$ cat src/rtl/mem_arb_pkg.sv
// Shared encodings for the two-port unified-memory arbiter.
package mem_arb_pkg;

    typedef enum logic [1:0] {
        IDLE   = 2'b00,
        ACCESS = 2'b01,
        WAIT   = 2'b10,
        RESP   = 2'b11
    } state_t;

    localparam logic REQ_CPU = 1'b0;
    localparam logic REQ_AUX = 1'b1;

endpackage

$ cat src/rtl/rr_pick2.sv
// Combinational 2-way round-robin picker: on a tie the requester that did not
// win last time is chosen.
module rr_pick2
    import mem_arb_pkg::*;
(
    input  logic [1:0] req,
    input  logic       last_grant,
    output logic       valid,
    output logic       winner
);

    always_comb begin
        valid = |req;
        if (req == 2'b11) begin
            winner = ~last_grant;
        end else if (req[1]) begin
            winner = REQ_AUX;
        end else begin
            winner = REQ_CPU;
        end
    end

endmodule

$ cat src/rtl/mem_arb2.sv
// Two-requester arbiter for the CPU's unified instruction/data memory.
// One transaction at a time: IDLE sample, one ACCESS strobe, MEM_LAT-1 WAIT cycles, one RESP ack.
module mem_arb2
    import mem_arb_pkg::*;
#(
    parameter int ADDR_W  = 10,
    parameter int DATA_W  = 32,
    parameter int MEM_LAT = 1
) (
    input  logic              clk,
    input  logic              rst,
    input  logic              m0_req,
    input  logic              m0_we,
    input  logic [ADDR_W-1:0] m0_addr,
    input  logic [DATA_W-1:0] m0_wdata,
    output logic              m0_ack,
    output logic [DATA_W-1:0] m0_rdata,
    input  logic              m1_req,
    input  logic              m1_we,
    input  logic [ADDR_W-1:0] m1_addr,
    input  logic [DATA_W-1:0] m1_wdata,
    output logic              m1_ack,
    output logic [DATA_W-1:0] m1_rdata,
    output logic              mem_en,
    output logic              mem_we,
    output logic [ADDR_W-1:0] mem_addr,
    output logic [DATA_W-1:0] mem_wdata,
    input  logic [DATA_W-1:0] mem_rdata,
    output logic              grant,
    output logic              busy
);

    localparam int CNT_W = 2;
    localparam logic [CNT_W-1:0] WAIT_LOAD = CNT_W'((MEM_LAT >= 2) ? (MEM_LAT - 2) : 0);

    state_t            state_q, state_d;
    logic              grant_q, grant_d;
    logic              last_grant_q, last_grant_d;
    logic              we_q, we_d;
    logic [ADDR_W-1:0] addr_q, addr_d;
    logic [DATA_W-1:0] wdata_q, wdata_d;
    logic [CNT_W-1:0]  cnt_q, cnt_d;
    logic              mem_en_q, mem_en_d;
    logic              mem_we_q, mem_we_d;
    logic              ack0_q, ack0_d;
    logic              ack1_q, ack1_d;
    logic              busy_q, busy_d;

    logic              pick_valid;
    logic              pick_winner;

    rr_pick2 u_pick (
        .req        ({m1_req, m0_req}),
        .last_grant (last_grant_q),
        .valid      (pick_valid),
        .winner     (pick_winner)
    );

    always_comb begin
        state_d      = state_q;
        grant_d      = grant_q;
        last_grant_d = last_grant_q;
        we_d         = we_q;
        addr_d       = addr_q;
        wdata_d      = wdata_q;
        cnt_d        = cnt_q;

        case (state_q)
            IDLE: begin
                if (pick_valid) begin
                    grant_d      = pick_winner;
                    last_grant_d = pick_winner;
                    we_d         = pick_winner ? m1_we    : m0_we;
                    addr_d       = pick_winner ? m1_addr  : m0_addr;
                    wdata_d      = pick_winner ? m1_wdata : m0_wdata;
                    state_d      = ACCESS;
                end
            end
            ACCESS: begin
                if (MEM_LAT == 1) begin
                    state_d = RESP;
                end else begin
                    cnt_d   = WAIT_LOAD;
                    state_d = WAIT;
                end
            end
            WAIT: begin
                if (cnt_q == '0) begin
                    state_d = RESP;
                end else begin
                    cnt_d = cnt_q - 1'b1;
                end
            end
            RESP: begin
                state_d = IDLE;
            end
            default: begin
                state_d = IDLE;
            end
        endcase

        // Strobes are decoded from the next state so they come straight out of flops.
        busy_d   = (state_d != IDLE);
        mem_en_d = (state_d == ACCESS);
        mem_we_d = (state_d == ACCESS) && we_d;
        ack0_d   = (state_d == RESP) && (grant_d == REQ_CPU);
        ack1_d   = (state_d == RESP) && (grant_d == REQ_AUX);
    end

    always_ff @(posedge clk or posedge rst) begin
        if (rst) begin
            state_q      <= IDLE;
            grant_q      <= REQ_CPU;
            last_grant_q <= REQ_AUX;
            we_q         <= 1'b0;
            addr_q       <= '0;
            wdata_q      <= '0;
            cnt_q        <= '0;
            mem_en_q     <= 1'b0;
            mem_we_q     <= 1'b0;
            ack0_q       <= 1'b0;
            ack1_q       <= 1'b0;
            busy_q       <= 1'b0;
        end else begin
            state_q      <= state_d;
            grant_q      <= grant_d;
            last_grant_q <= last_grant_d;
            we_q         <= we_d;
            addr_q       <= addr_d;
            wdata_q      <= wdata_d;
            cnt_q        <= cnt_d;
            mem_en_q     <= mem_en_d;
            mem_we_q     <= mem_we_d;
            ack0_q       <= ack0_d;
            ack1_q       <= ack1_d;
            busy_q       <= busy_d;
        end
    end

    assign mem_en    = mem_en_q;
    assign mem_we    = mem_we_q;
    assign mem_addr  = addr_q;
    assign mem_wdata = wdata_q;
    assign grant     = grant_q;
    assign busy      = busy_q;
    assign m0_ack    = ack0_q;
    assign m1_ack    = ack1_q;
    assign m0_rdata  = ack0_q ? mem_rdata : '0;
    assign m1_rdata  = ack1_q ? mem_rdata : '0;

endmodule

$ cat config.mk
export PLATFORM = sky130hd
export DESIGN_NAME = mem_arb2
export DESIGN_NICKNAME = d
export VERILOG_FILES = /design/src/rtl/mem_arb_pkg.sv /design/src/rtl/rr_pick2.sv /design/src/rtl/mem_arb2.sv
export SDC_FILE = /design/constraint.sdc
export NUM_CORES = 1
export LEC_CHECK = 0
export CAP_MARGIN = 20
export CORE_ASPECT_RATIO = 0.9
export CORE_MARGIN = 8
export CORE_UTILIZATION = 30
export DETAILED_ROUTE_END_ITERATION = 12
export PLACE_DENSITY = 0.74
export REMOVE_ABC_BUFFERS = 1
export SLEW_MARGIN = 5
export SYNTH_ARGS = -nofsm -noshare
export SYNTH_HDL_FRONTEND = slang
export SYNTH_HIERARCHICAL = 1
export SYNTH_SLANG_ARGS = --single-unit
$ cat constraint.sdc
create_clock -name clk -period 1.9 [get_ports clk]
set_input_delay 0.285 -clock clk [delete_from_list [all_inputs] [get_ports clk]]
set_output_delay 0.285 -clock clk [all_outputs]
set_load 0.03 [all_outputs]
======== Word level (Yosys, flattened, before mapping) ========
Index checks and enable logic that the tools add are counted.
operators by class
  add/sub/neg operators ................... 1
  equal/unequal tests ..................... 6
  multiplexer cells ....................... 14
  bitwise logic cells ..................... 3
  reductions and logical operators ........ 9
operators with widths
  operator             number
  $mux 32              3
  $mux 10              1
  $eq 2x2->1 const B   4
  $pmux 2 s4           1
  $mux 1               7
  $eq 2x1->1 const B   2
  $logic_not 2->1      2
  $mux 2               2
  $reduce_and 2->1     2
  $logic_and 1x1->1    3
  $not 1->1            3
  $reduce_bool 2->1    1
  $reduce_or 2->1      1
  $sub 2x1->2 const B  1
storage, ports and cells
  register bits ........................... 54
  output and inout port bits .............. 112
  logic and storage cells ................. 45

======== Logic depth before layout (Yosys ltp) ========
  word-level depth ........................ 6
  mapped depth ............................ 7
  gate-level depth less buffers ........... 5

======== Hierarchy ========
Netlist, hierarchy kept.
by module, submodules not included
  module    times used  cells an instance  area each (sq um)  seq. area each (sq um)
  mem_arb2  1           297                2,917.8            1,352.5
  rr_pick2  1           2                  13.8               0.0

======== Worst setup path before layout ========
No wires, ideal clock.
  path kind ............................... register to output
  start point ............................. register ack0_q (netlist: m0_ack)
  end point ............................... output m0_rdata[31]
  arrival time ............................ 1,090 ps
  slack ................................... 525 ps
  cell stages (with the launch flop) ...... 3
  path buffers ............................ 1
  path through ............................ dfrtp_1 clkbuf_1 and2_1
between the ends
  cells in the longest elaborated chain, start to end .. 1
ends and longest elaborated chain
  element                 RTL line         RTL
  start, declared         mem_arb2.sv:45   logic ack0_q, ack0_d;
  start signal, assigned  mem_arb2.sv:134  ack0_q <= ack0_d;
  $mux 32                 mem_arb2.sv:148  assign m0_rdata = ack0_q ? mem_rdata : '0;
  end, declared           mem_arb2.sv:17   output logic [DATA_W-1:0] m0_rdata,
Every way passes these cells.

======== Worst setup path after layout ========
  start point ............................. register ack1_q (netlist: m1_ack)
  end point ............................... output m1_ack
RTL lines
  element                 RTL line         RTL
  start, declared         mem_arb2.sv:46   logic ack1_q, ack1_d;
  start signal, assigned  mem_arb2.sv:135  ack1_q <= ack1_d;
  end, declared           mem_arb2.sv:22   output logic m1_ack,
No word-level cell between the ends.

==> results.sh <==
export IMPL_grt_max_degree=49
export IMPL_final_setup_tns_ps=0
export IMPL_min_period_over_period_pct=92.3
export IMPL_cts_root_buf="clkbuf_8"
export IMPL_powerDensity_nw_per_um2=1430
export IMPL_vias=2851
export IMPL_routed_via_density=4.34
export IMPL_status="finished, final reports clean"
export IMPL_clkPwrFrac_pct=9.8
export IMPL_critPathMaxStageDelay_ps=710
export IMPL_comb_power_share_pct=64.7
export IMPL_top_layer="met4"
export IMPL_clockBufferDepth=2
export IMPL_final_cell_mix="clkdlybuf4s50_1, buf_4, and2_1"
export IMPL_critPathSlowestCell="clkdlybuf4s50_1"
export IMPL_r2r_end="mem_wdata[23]"
export IMPL_worstPathCellList="clkdlybuf4s50_1"
export IMPL_rrSetupSlack_ps=480
export IMPL_antenna_found_initial=0
export IMPL_wl_met2_mm=5.45
export IMPL_grt_pass1_wl_mm=16.1
export IMPL_slew_headroom_pct=76.1
export IMPL_p_leak_nw=2.54
export IMPL_cts_hold_buffers=0
export IMPL_ant_nets=0
export IMPL_hold_class="input port to asynchronous set/reset pin"
export IMPL_wirelength_mm=10.7
export IMPL_power_mw=7.73
export IMPL_max_freq_mhz=570
export IMPL_post_route_min_period_ps=1750
export IMPL_reg2reg_depth=4
export IMPL_cts_resized=3
export IMPL_h_tree_depth=2
export IMPL_n_antenna_cell=0
export IMPL_fp_dieH_um=110
export IMPL_grt_overflow=0
export IMPL_gp_congestion=0.820
export IMPL_wire_per_inst_um=16.2
export IMPL_tritoncts="built"
export IMPL_initial_core_util_pct=30.6
export IMPL_cts_sinks=54
export IMPL_cp_arrival_ps=1470
export IMPL_critPathKind="flop to output port"
export IMPL_fin_skew_ps=8.45
export IMPL_core_region_area_um2=9570
export IMPL_cp_required_ps=1620
export IMPL_worst_setup_path_start_kind="flop"
export IMPL_std_cell_rows=34
export IMPL_drv_cap=0
export IMPL_ioPinCount=234
export IMPL_post_cts_repair_setup_buffers=0
export IMPL_drive_gt1_share_pct=16.0
export IMPL_worstMarginPinSlew_ps=357
export IMPL_drtIter0Drc=72
export IMPL_placed_area_um2=5280
export IMPL_cp_end_kind="output port"
export IMPL_wl_met3_mm=1.10
export IMPL_seq_power_share_pct=25.4
export IMPL_swShare_pct=45.8
export IMPL_wl_met1_mm=4.06
export IMPL_hpwl_mm=9.16
export IMPL_fin_area_um2=5390
export IMPL_first_pass_iters=3
export IMPL_path_clk_slew_ps=90
export IMPL_ys_warn_count=6
export IMPL_insertion_delay_ps=300
export IMPL_internal_power_mw=4.19
export IMPL_rsz0062_at_grt="no"
export IMPL_area_growth_pct=83.9
export IMPL_numCtsBuffers=5
export IMPL_worstPathMaxFanout=6
export IMPL_drv_slew=0
export IMPL_critPathBufInv=1
export IMPL_critical_path_top_delay_family="buffers and inverters"
export IMPL_die_area_um2=13200
export IMPL_grt_total_usage_pct=15.4
export IMPL_setup_viol=0
export IMPL_ys_seq_area_share_pct=46.1
export IMPL_final_common_cell="clkdlybuf4s50_1"
export IMPL_route_detailed_drc=0
export IMPL_grt_pass1_vias=3140
export IMPL_synth_cells=299
export IMPL_synthesis_area_um2=2930
export IMPL_p_sw_mw=3.54
export IMPL_die_w_um=120
export IMPL_hold_viol=0
export IMPL_synth_avg_cell_area_um2=9.80
export IMPL_r2r_start="last_grant_q"
export IMPL_nets=656
export IMPL_portBuffers=233
export IMPL_ys_seq_elements=54
export IMPL_synthDistinctLibCells=31
export IMPL_ir_drop_mv=0.637
[through the flow]
stage,worst slack [ps],hold WS (ps),utilization (%),cells
after floorplan,-2310,446,-,279
after global placement,72.0,461,55.2,649
after detailed placement,13.7,465,55.2,649
after CTS,16.2,375,56.3,657
after global routing,65.0,392,56.3,657
final,147,364,56.3,657
[flip-flops by register name (all words and copies together) (netlist names)]
register      flops
busy              1
cnt_q             2
grant             1
last_grant_q      1
m0_ack            1
m1_ack            1
mem_addr         10
mem_en            1
mem_wdata        32
mem_we            1
state_q           2
we_q              1
[worst max-delay path by stage]
stage                   from             to  slack, ps  depth (start not counted)
6_report              m1_ack         m1_ack        150                          1
5_1_grt               m1_ack   m1_rdata[19]         70                          3
4_1_cts               m1_ack    m1_rdata[5]         20                          2
2_1_floorplan   last_grant_q         m0_ack      -2310                          4
3_5_place_dp          m1_req  mem_wdata[23]         10                          5
3_3_place_gp   mem_rdata[19]   m1_rdata[19]         70                          3
[cell families (layout without fill, tap and decap cells)]
logic type | after synthesis | count (layout) | synth area share [%]
mux | 42 | 42 | 14.3
xor+xnor | 1 | 1 | 0.299
flops | 54 | 54 | 46.1
simple gates | 122 | 122 | 22.7
fa+ha+maj | 4 | 4 | 1.71
buf+inv | 27 | 259 | 5.46
compound gates | 49 | 49 | 9.35
[synthesized netlist by cell type]
cell	number	share of area, %
buf_8	2	1.0
and3_1	1	0.21
buf_6	4	1.5
nor2b_4	1	0.47
and2_1	65	14
nor3b_1	1	0.26
nor4_2	1	0.43
inv_1	7	0.90
o211a_4	1	0.60
nand2_1	43	5.5
mux2i_1	42	14
or2_1	1	0.21
a21o_1	1	0.26
and3b_1	1	0.30
nand2_2	1	0.21
a21oi_2	1	0.30
o21ai_1	34	5.8
or2b_1	1	0.26
nor2b_1	1	0.21
a211oi_2	1	0.43
ha_1	4	1.7
nand2b_1	1	0.21
dfrtp_1	53	45
clkbuf_1	9	1.2
buf_2	5	0.85
o21ai_0	10	1.7
nand3_1	1	0.17
xnor2_1	1	0.30
a21boi_1	1	0.26
nor2_1	3	0.38
dfstp_2	1	0.90
[per-layer routing]
metal,vias up,global-route usage (%)
met2,142,29.1
met4,0,3.21
li1,1442,-
met3,4,6.67
met1,1263,15.6
met5,-,0
[cell type report]
type	count	area [um^2]
clock buffers	7	76.3
clock inverters	1	30.0
fillers	850	4180
inverters	7	26.3
multi-input cells	218	1430
flip-flops and latches	54	1350
well taps	126	158
repair buffers	244	2320
[power groups by stage]
stage | clock network [mW] | registers [mW] | logic, mW
2_1_floorplan | 0 | 2.97 | 1.85
3_3_place_gp | 0 | 1.97 | 5.04
3_5_place_dp | 0 | 2.01 | 5.10
4_1_cts | 0.790 | 1.98 | 5.10
5_1_grt | 0.835 | 2.05 | 5.37
6_report | 0.759 | 1.97 | 5.00
Note: power is estimated with default switching activity, not from simulation.
